[config.mk]
export PLATFORM = sky130hd
export DESIGN_NAME = led_status_arbiter
export DESIGN_NICKNAME = d
export VERILOG_FILES = /design/src/rtl/led_pkg.sv /design/src/rtl/led_tick_gen.sv /design/src/rtl/led_status_arbiter.sv
export SDC_FILE = /design/constraint.sdc
export NUM_CORES = 1
export LEC_CHECK = 0
export CAP_MARGIN = 20
export CORE_ASPECT_RATIO = 1.1
export CORE_UTILIZATION = 44
export DETAILED_ROUTE_END_ITERATION = 8
export PLACE_DENSITY = 0.82
export SLEW_MARGIN = 20
export SYNTH_ARGS = -nofsm -noshare
export SYNTH_HDL_FRONTEND = slang
export SYNTH_SLANG_ARGS = --single-unit
export TNS_END_PERCENT = 10
[constraint.sdc]
create_clock -name in_clk -period 5.6 [get_ports in_clk]
set_clock_uncertainty 0.2 [all_clocks]
set_input_delay 1.68 -clock in_clk [delete_from_list [all_inputs] [get_ports in_clk]]
set_output_delay 1.68 -clock in_clk [all_outputs]
set_load 0.01 [all_outputs]
[src/rtl/led_pkg.sv]
// Shared types and helpers for the status LED arbiter.
// Holds frame length, state encoding and the fixed-priority encoder.
package led_pkg;

  localparam int unsigned PATTERN_LEN = 8;
  localparam int unsigned IDX_W       = $clog2(PATTERN_LEN);
  localparam int unsigned MAX_REQ     = 32;
  localparam int unsigned REQ_IDX_W   = 5;

  typedef enum logic {
    StIdle = 1'b0,
    StPlay = 1'b1
  } state_t;

  typedef struct packed {
    logic                 valid;
    logic [REQ_IDX_W-1:0] idx;
  } prio_t;

  // Lowest set bit wins; the descending loop leaves the lowest index last.
  function automatic prio_t prio_encode(input logic [MAX_REQ-1:0] req);
    prio_t res;
    res.valid = 1'b0;
    res.idx   = '0;
    for (int i = MAX_REQ - 1; i >= 0; i--) begin
      if (req[i]) begin
        res.valid = 1'b1;
        res.idx   = REQ_IDX_W'(i);
      end
    end
    return res;
  endfunction

endpackage

[src/rtl/led_tick_gen.sv]
// Bit-rate prescaler: one-cycle tick every TICK_DIV cycles after the last clear.
module led_tick_gen #(
  parameter int unsigned TICK_DIV = 6600000,
  parameter int unsigned CNT_W    = 23
) (
  input  logic in_clk,
  input  logic in_rst,
  input  logic in_clear,
  output logic out_tick
);

  localparam logic [CNT_W-1:0] CntLast = CNT_W'(TICK_DIV - 1);

  logic [CNT_W-1:0] r_cnt;

  assign out_tick = (r_cnt == CntLast);

  always_ff @(posedge in_clk) begin
    if (in_rst || in_clear || out_tick) begin
      r_cnt <= '0;
    end else begin
      r_cnt <= r_cnt + CNT_W'(1);
    end
  end

endmodule

[src/rtl/led_status_arbiter.sv]
// Fixed-priority sharing of one status LED; a granted pattern always plays as a
// whole frame and arbitration happens only from idle or at the frame boundary.
module led_status_arbiter
  import led_pkg::*;
#(
  parameter int unsigned N_REQ    = 4,
  parameter int unsigned TICK_DIV = 6600000,
  parameter int unsigned CNT_W    = 23
) (
  input  logic                         in_clk,
  input  logic                         in_rst,
  input  logic                         in_enable,
  input  logic [N_REQ-1:0]             in_req,
  input  logic [N_REQ*PATTERN_LEN-1:0] in_pattern,
  output logic                         out_led,
  output logic [N_REQ-1:0]             out_grant,
  output logic                         out_busy
);

  localparam logic [IDX_W-1:0] IdxLast = IDX_W'(PATTERN_LEN - 1);

  state_t                 r_state;
  logic [PATTERN_LEN-1:0] r_shadow;
  logic [IDX_W-1:0]       r_idx;
  logic                   r_led;
  logic [N_REQ-1:0]       r_grant;
  logic                   r_busy;

  logic [MAX_REQ-1:0]     w_req_ext;
  prio_t                  w_prio;
  logic [PATTERN_LEN-1:0] w_pat;
  logic [N_REQ-1:0]       w_grant_nxt;
  logic [IDX_W-1:0]       w_idx_nxt;
  logic                   w_tick;
  logic                   w_frame_end;
  logic                   w_start;
  logic                   w_clear;

  assign w_req_ext = MAX_REQ'(in_req);
  assign w_prio    = prio_encode(w_req_ext);
  assign w_idx_nxt = r_idx + IDX_W'(1);

  always_comb begin
    w_pat       = '0;
    w_grant_nxt = '0;
    for (int i = 0; i < int'(N_REQ); i++) begin
      if (w_prio.valid && w_prio.idx == REQ_IDX_W'(i)) begin
        w_pat          = in_pattern[i*PATTERN_LEN +: PATTERN_LEN];
        w_grant_nxt[i] = 1'b1;
      end
    end
  end

  assign w_frame_end = (r_state == StPlay) && w_tick && (r_idx == IdxLast);
  assign w_start     = in_enable && w_prio.valid && ((r_state == StIdle) || w_frame_end);
  // Prescaler stays parked at zero while idle or disabled so a frame starts aligned.
  assign w_clear     = !in_enable || (r_state == StIdle) || w_start;

  led_tick_gen #(
    .TICK_DIV (TICK_DIV),
    .CNT_W    (CNT_W)
  ) u_tick_gen (
    .in_clk   (in_clk),
    .in_rst   (in_rst),
    .in_clear (w_clear),
    .out_tick (w_tick)
  );

  always_ff @(posedge in_clk) begin
    if (in_rst || !in_enable) begin
      r_state  <= StIdle;
      r_idx    <= '0;
      r_led    <= 1'b0;
      r_grant  <= '0;
      r_busy   <= 1'b0;
      if (in_rst) begin
        r_shadow <= '0;
      end
    end else if (w_start) begin
      r_state  <= StPlay;
      r_shadow <= w_pat;
      r_idx    <= '0;
      r_led    <= w_pat[0];
      r_grant  <= w_grant_nxt;
      r_busy   <= 1'b1;
    end else if (w_frame_end) begin
      r_state <= StIdle;
      r_idx   <= '0;
      r_led   <= 1'b0;
      r_grant <= '0;
      r_busy  <= 1'b0;
    end else if (r_state == StPlay && w_tick) begin
      r_idx <= w_idx_nxt;
      r_led <= r_shadow[w_idx_nxt];
    end
  end

  assign out_led   = r_led;
  assign out_grant = r_grant;
  assign out_busy  = r_busy;

endmodule
Yosys cells after proc, flatten, opt, wreduce, memory -nomap -nowiden --
Index checks and enable logic that the tools add are counted.
Storage, ports and cells: flip-flop bits (word level) 40, logic and storage cells 61, output and inout port bits 6, input bits 39
Cells by class: reductions and logical operators 21, eq/ne operators 6, $lt $le $gt $ge 1, muxes and demuxes 24, $add $sub $neg 2, bitwise gates (word level) 1
Operators with widths (number):
- $mux 8 | 7
- $mux 6 | 4
- $add 23x1->23 const B | 1
- $eq 23x23->1 const B | 1
- $eq 5x2->1 const B | 2
- $mux 1 | 10
- $logic_and 1x1->1 | 8
- $mux 4 | 2
- $logic_or 1x1->1 | 6
- $eq 5x1->1 const B | 1
- $logic_not 5->1 | 1
- $lt 3x4->1 const B | 1
- $reduce_bool 2->1 | 2
- $add 3x1->3 const B | 1
- $bmux 1 s3 | 1
- $eq 3x3->1 const B | 1
- $reduce_bool 3->1 | 1
- $reduce_or 3->1 | 1
- $ne 2x2->1 const B | 1
- $reduce_and 2->1 | 1
- $logic_not 1->1 | 1
- $not 1->1 | 1

Logic depth before layout (Yosys ltp) --
depth in word-level cells 12, mapped depth 7, depth with buffers taken out 7

By module --
Synthesis repeated with hierarchy kept, for this count alone.
Second synthesis, totals: cells, all modules 236, area total of the unflattened synthesis 2080.7 um^2
Modules (own cells, without submodules):
- led_tick_gen | cells each 129, times used 1, seq. area each 460.4 um^2, area each 1087.3 um^2
- led_status_arbiter | cells each 107, times used 1, seq. area each 420.4 um^2, area each 993.5 um^2

Worst setup path after synthesis --
No wires, ideal clock.
path kind input to register, start input in_req[0], end register r_shadow[7], data pin, data required time 5.135 ns, slack 2.591 ns, path buffers 2, data arrival time 2.545 ns, setup time 0.265 ns, stages 5, cell sequence clkbuf_1 > clkbuf_1 > nor2_1 > a221oi_1 > nor2_1
Between the ends: word-level cells in the longest chain between the ends 9, elaborated cells between the ends (all ways) 15, classes of those cells 3 x eq/ne; 7 x mux; 5 x reduce/logical
Ends and longest elaborated chain:
- start, declared | line led_status_arbiter.sv:13 | input logic [N_REQ-1:0] in_req,
- $mux 6 (*) | line led_pkg.sv:26 | if (req[i]) begin
- $logic_not 5->1 | line led_status_arbiter.sv:47 | if (w_prio.valid && w_prio.idx == REQ_IDX_W'(i)) begin
- $logic_and 1x1->1 | line led_status_arbiter.sv:47
- $mux 8 (3 in a row) | line led_status_arbiter.sv:47
- $mux 8 (*) | line led_status_arbiter.sv:47
- $mux 8 (*) | line led_status_arbiter.sv:79 | end else if (w_start) begin
- $mux 8 (*) | line led_status_arbiter.sv:70 | if (in_rst || !in_enable) begin
- end signal, assigned | line led_status_arbiter.sv:81 | r_shadow <= w_pat;
- end, declared | line led_status_arbiter.sv:23 | logic [PATTERN_LEN-1:0] r_shadow;
Mark *: on every way between the ends. The rest lies on a longest branch, timed or not. The select of a mux whose other input is x is not followed. A chain may end at the register's enable or synchronous reset.

Worst setup path in the final report --
start input in_req[0], end register r_led (netlist: out_led)
Between the ends: word-level cells in the longest chain between the ends 8, elaborated cells between the ends (all ways) 17, classes of those cells 3 x eq/ne; 6 x mux; 8 x reduce/logical
Ends and longest elaborated chain:
- $mux 6 (*) | line led_pkg.sv:26
- $logic_not 5->1 | line led_status_arbiter.sv:47
- $logic_and 1x1->1 | line led_status_arbiter.sv:47
- $mux 8 (4 in a row) | line led_status_arbiter.sv:47
- $mux 1 | line led_status_arbiter.sv:79
- end signal, assigned | line led_status_arbiter.sv:83 | r_led <= w_pat[0];
- end signal, assigned | line led_status_arbiter.sv:94 | r_led <= r_shadow[w_idx_nxt];
- end, declared | line led_status_arbiter.sv:25 | logic r_led;
Mark *: on every way between the ends. The rest lies on a longest branch, timed or not.

==> summary.txt <==
Clock tree
  • CTS clk-pin slew, worst paths: 0.07 ns
  • H-tree depth: 2
  • Clk sink count: 40
  • Post-cts resize count: 0
  • Hold_buf cts: 0
  • Root buf cell: clkbuf_8
  • CTS tree: done
  • CTS Buf Count: 5
  • Clk buf depth: 2
  • Worst-skew pair later-pin latency: 0.29 ns
  • Post-CTS setup buffer count: 0

Synth
  • Top FF cell, synth: dfxtp_1
  • EDFF count, synth: 8
  • Synth top area cells: dfxtp_1 (32%), edfxtp_1 (12%), nor2_1 (7.7%)
  • Ys Warns: 0
  • Synth Register Bits: 40
  • Post-synth cell types: 41
  • Syn Std Cell Area: approximately 2000 sq um
  • Asr flop ratio synth: 0%
  • Synthesized Nets: approximately 250
  • Synth Instances: a little over 200
  • Yosys top cell area share: 32.0%
  • Synth area leader: dfxtp_1
  • Mapped Avg Cell Area: 9.71 sq um
  • Seq/Total Area, Yosys: 44.1%

STA
  • Final setup fails: 0
  • Worst Tran Pin Value: 0.863 ns
  • Hold Vio Cnt, Final: 0
  • Minimum clock period: around 3.7 ns
  • RSZ-0062 raised after global routing: no
  • Worst Setup Slack, final: 1.89 ns
  • Rel. slew slack: about 42%
  • Fmax: about 270 MHz
  • Final setup TNS: 0 ns
  • Max-slew violation count: 0
  • Hold_ws: between 0.2 and 0.3 ns
  • Final worst-path cycle share: approximately two thirds

Floorplanning
  • Die W: about 66 um
  • I/O pin count: 45
  • Core region area: 4320 sq um
  • Chip height: 72.7 um
  • Initial Util: 46.3%
  • Die area: about 4800 sq um
  • Row count: 25

Route
  • Final ANT Viol Nets: 0
  • DR WL/cell: between 10 and 15 um
  • Avg Vias per Cell: between 5 and 6
  • Final WL: ~4 mm
  • 1st-pass router iterations: 4
  • Drt drc: 0
  • DR vias: approximately 1600
  • Starting DRT DRC Count: between 70 and 80

Global route
  • Initial antenna violation count: 0
  • Tot GR Track Use: 18.0%
  • Vias in the first global route: ~1400
  • Largest net degree at the start of global routing: 24
  • First-pass GRT wire length: 6.65 mm
  • GRT overflow: 0

Worst setup path
  • Largest delay contributor family on the critical path: simple AND/OR/NAND/NOR gates
  • Crit start category: primary input
  • Largest stage delay, worst path: between 0.7 and 0.8 ns
  • Crit-path cells: clkdlybuf4s50_1 -> nor4b_4 -> nand2_1 -> a311oi_1 -> nand2_1 -> o21ai_1
  • Worst path bufs/invs: 1
  • Critical path type: primary input to flip-flop
  • CP endpoint kind: flip-flop
  • Worst-path maximum fanout: 21
  • WP data required: ~5.6 ns
  • Arrival time worst endpoint: about 3.7 ns
  • Crit path top cell by count: nand2_1
  • Slowest CP cell: clkdlybuf4s50_1

Power and ir drop
  • Leakage: between 0.8 and 0.9 nW
  • Worst IR drop on VDD: just under 80 uV
  • Pwr Density: ~220 nW/um^2

Cells and area
  • Layout cell share with drive strength beyond 1: 7.14%
  • Final Non-Filler Cells: 306
  • FILL cells: between 300 and 400
  • Storage cell area: between 800 and 900 sq um
  • Area of the multi-input gates: ~1100 sq um
  • Core Util, Final: about three fifths
  • Area growth syn-to-layout: 28.6%
  • Ant. Diodes: 0
  • Total Nets Final: 293

Run status
  • Status: finished, final reports clean

Job
  • Max cap viols: 0

Place
  • Port bufs: 44
  • DPL Wire Length: about 3.0 mm
  • Pre-CTS setup slack: 1.62 ns
  • Cells after DPL: approximately 300
  • GP Congestion: 0.831

Hold path
  • Hold crit path type: flip-flop to flip-flop
[per-stage QoR]
stage | total power [W] | area [sq um]
global route | 0.000582 | 2570
detailed placement | 0.000370 | 2480
floorplan | 0.000334 | 2000
finish | 0.000558 | 2570
CTS | 0.000564 | 2570
global placement | 0.000369 | 2480
[worst register-to-register path: cells and delay by family (launching register included)]
family                   cells  cell delay, ns
adder cells (fa/ha/maj)      1            0.24
flip-flops                   1            0.38
AND/OR/NAND/NOR              5            1.39
[synthesized netlist by cell type (all sizes together), types with 2 or more instances]
master  instances
nor4            3
nor2b           2
ha              3
inv             5
a21o            2
edfxtp          8
and4            5
o21ai           2
a22oi           7
and2            3
a21boi          2
buf             4
a32o            2
nor3            2
nor2           41
xnor2           8
mux2i           2
a21oi           2
xor2           14
nand2          14
clkbuf          2
nand3          11
mux4            2
dfxtp          32
a22o            2
and3            3
nor4b           3
nand2b          2
a221oi          7
nand4           6
[power breakdown]
group / leakage (nW) / internal [W] / switching [W]
Sequential: 0.344 / 0.000300 / 0.00000270
Combinational: 0.498 / 0.0000373 / 0.0000232
Clock: 0.0455 / 0.000100 / 0.0000943
[final cells by class]
type                       instances  area share [%]
inverter                           5           0.730
multi-input combinational        155            41.8
clock buffer                       8            3.50
sequential                        40            34.3
tap                               54            2.63
timing repair buffer              44            17.1
[registers in the layout, summed over array words and instances (netlist names)]
register          count
r_idx                 3
u_tick_gen.r_cnt     23
out_grant             4
r_shadow              8
out_led               1
out_busy              1
[final timing paths]
kind	from	endpoint	slack, ns	cells after the start
worst max-delay path	in_req[0]	out_led	1.89	6
worst min-delay path	r_idx[2]	r_idx[2]	0.26	2
worst max register to register	u_tick_gen.r_cnt[0]	u_tick_gen.r_cnt[21]	3.24	6
worst min register to register	r_idx[2]	r_idx[2]	0.26	2
[logic make-up (layout without fill, tap and decap cells)]
group                      after synthesis  after routing  share of synthesized area, %
AOI/OAI and AO/OA                       28             28                          11.6
xor gates and xnor gates                22             22                          9.64
buffers and inverters                   11             57                          2.25
and+or+nand+nor                         98             98                          27.3
adders and majority gates                3              3                          1.88
DFF                                     40             40                          44.1
muxes                                    4              4                          3.25
[metal layers]
layer  global-route usage (%)  wire length [um]  part of all wire, %
met5                        0                 0                    0
met4                     9.69                65                  1.6
met3                     5.00               202                  5.0
met2                     25.5              1780                   44
met1                     24.7              1990                   49
[layout by cell type, fill, tap and decap left out, drive strengths merged, types with 2 or more instances in the layout]
cell           synthesis  layout
dfxtp                 32      32
a22oi                  7       7
xor2                  14      14
nand3                 11      11
and3                   3       3
and4                   5       5
o21ai                  2       2
nor2                  41      41
a21o                   2       2
inv                    5       5
a22o                   2       2
xnor2                  8       8
nand4                  6       6
clkbuf                 2       8
mux2i                  2       2
edfxtp                 8       8
nand2                 14      14
nor4b                  3       3
a32o                   2       2
clkdlybuf4s50          0      44
nand2b                 2       2
nor2b                  2       2
a21boi                 2       2
a21oi                  2       2
nor3                   2       2
a221oi                 7       7
ha                     3       3
mux4                   2       2
and2                   3       3
nor4                   3       3
(Power assumes the default switching activity.)
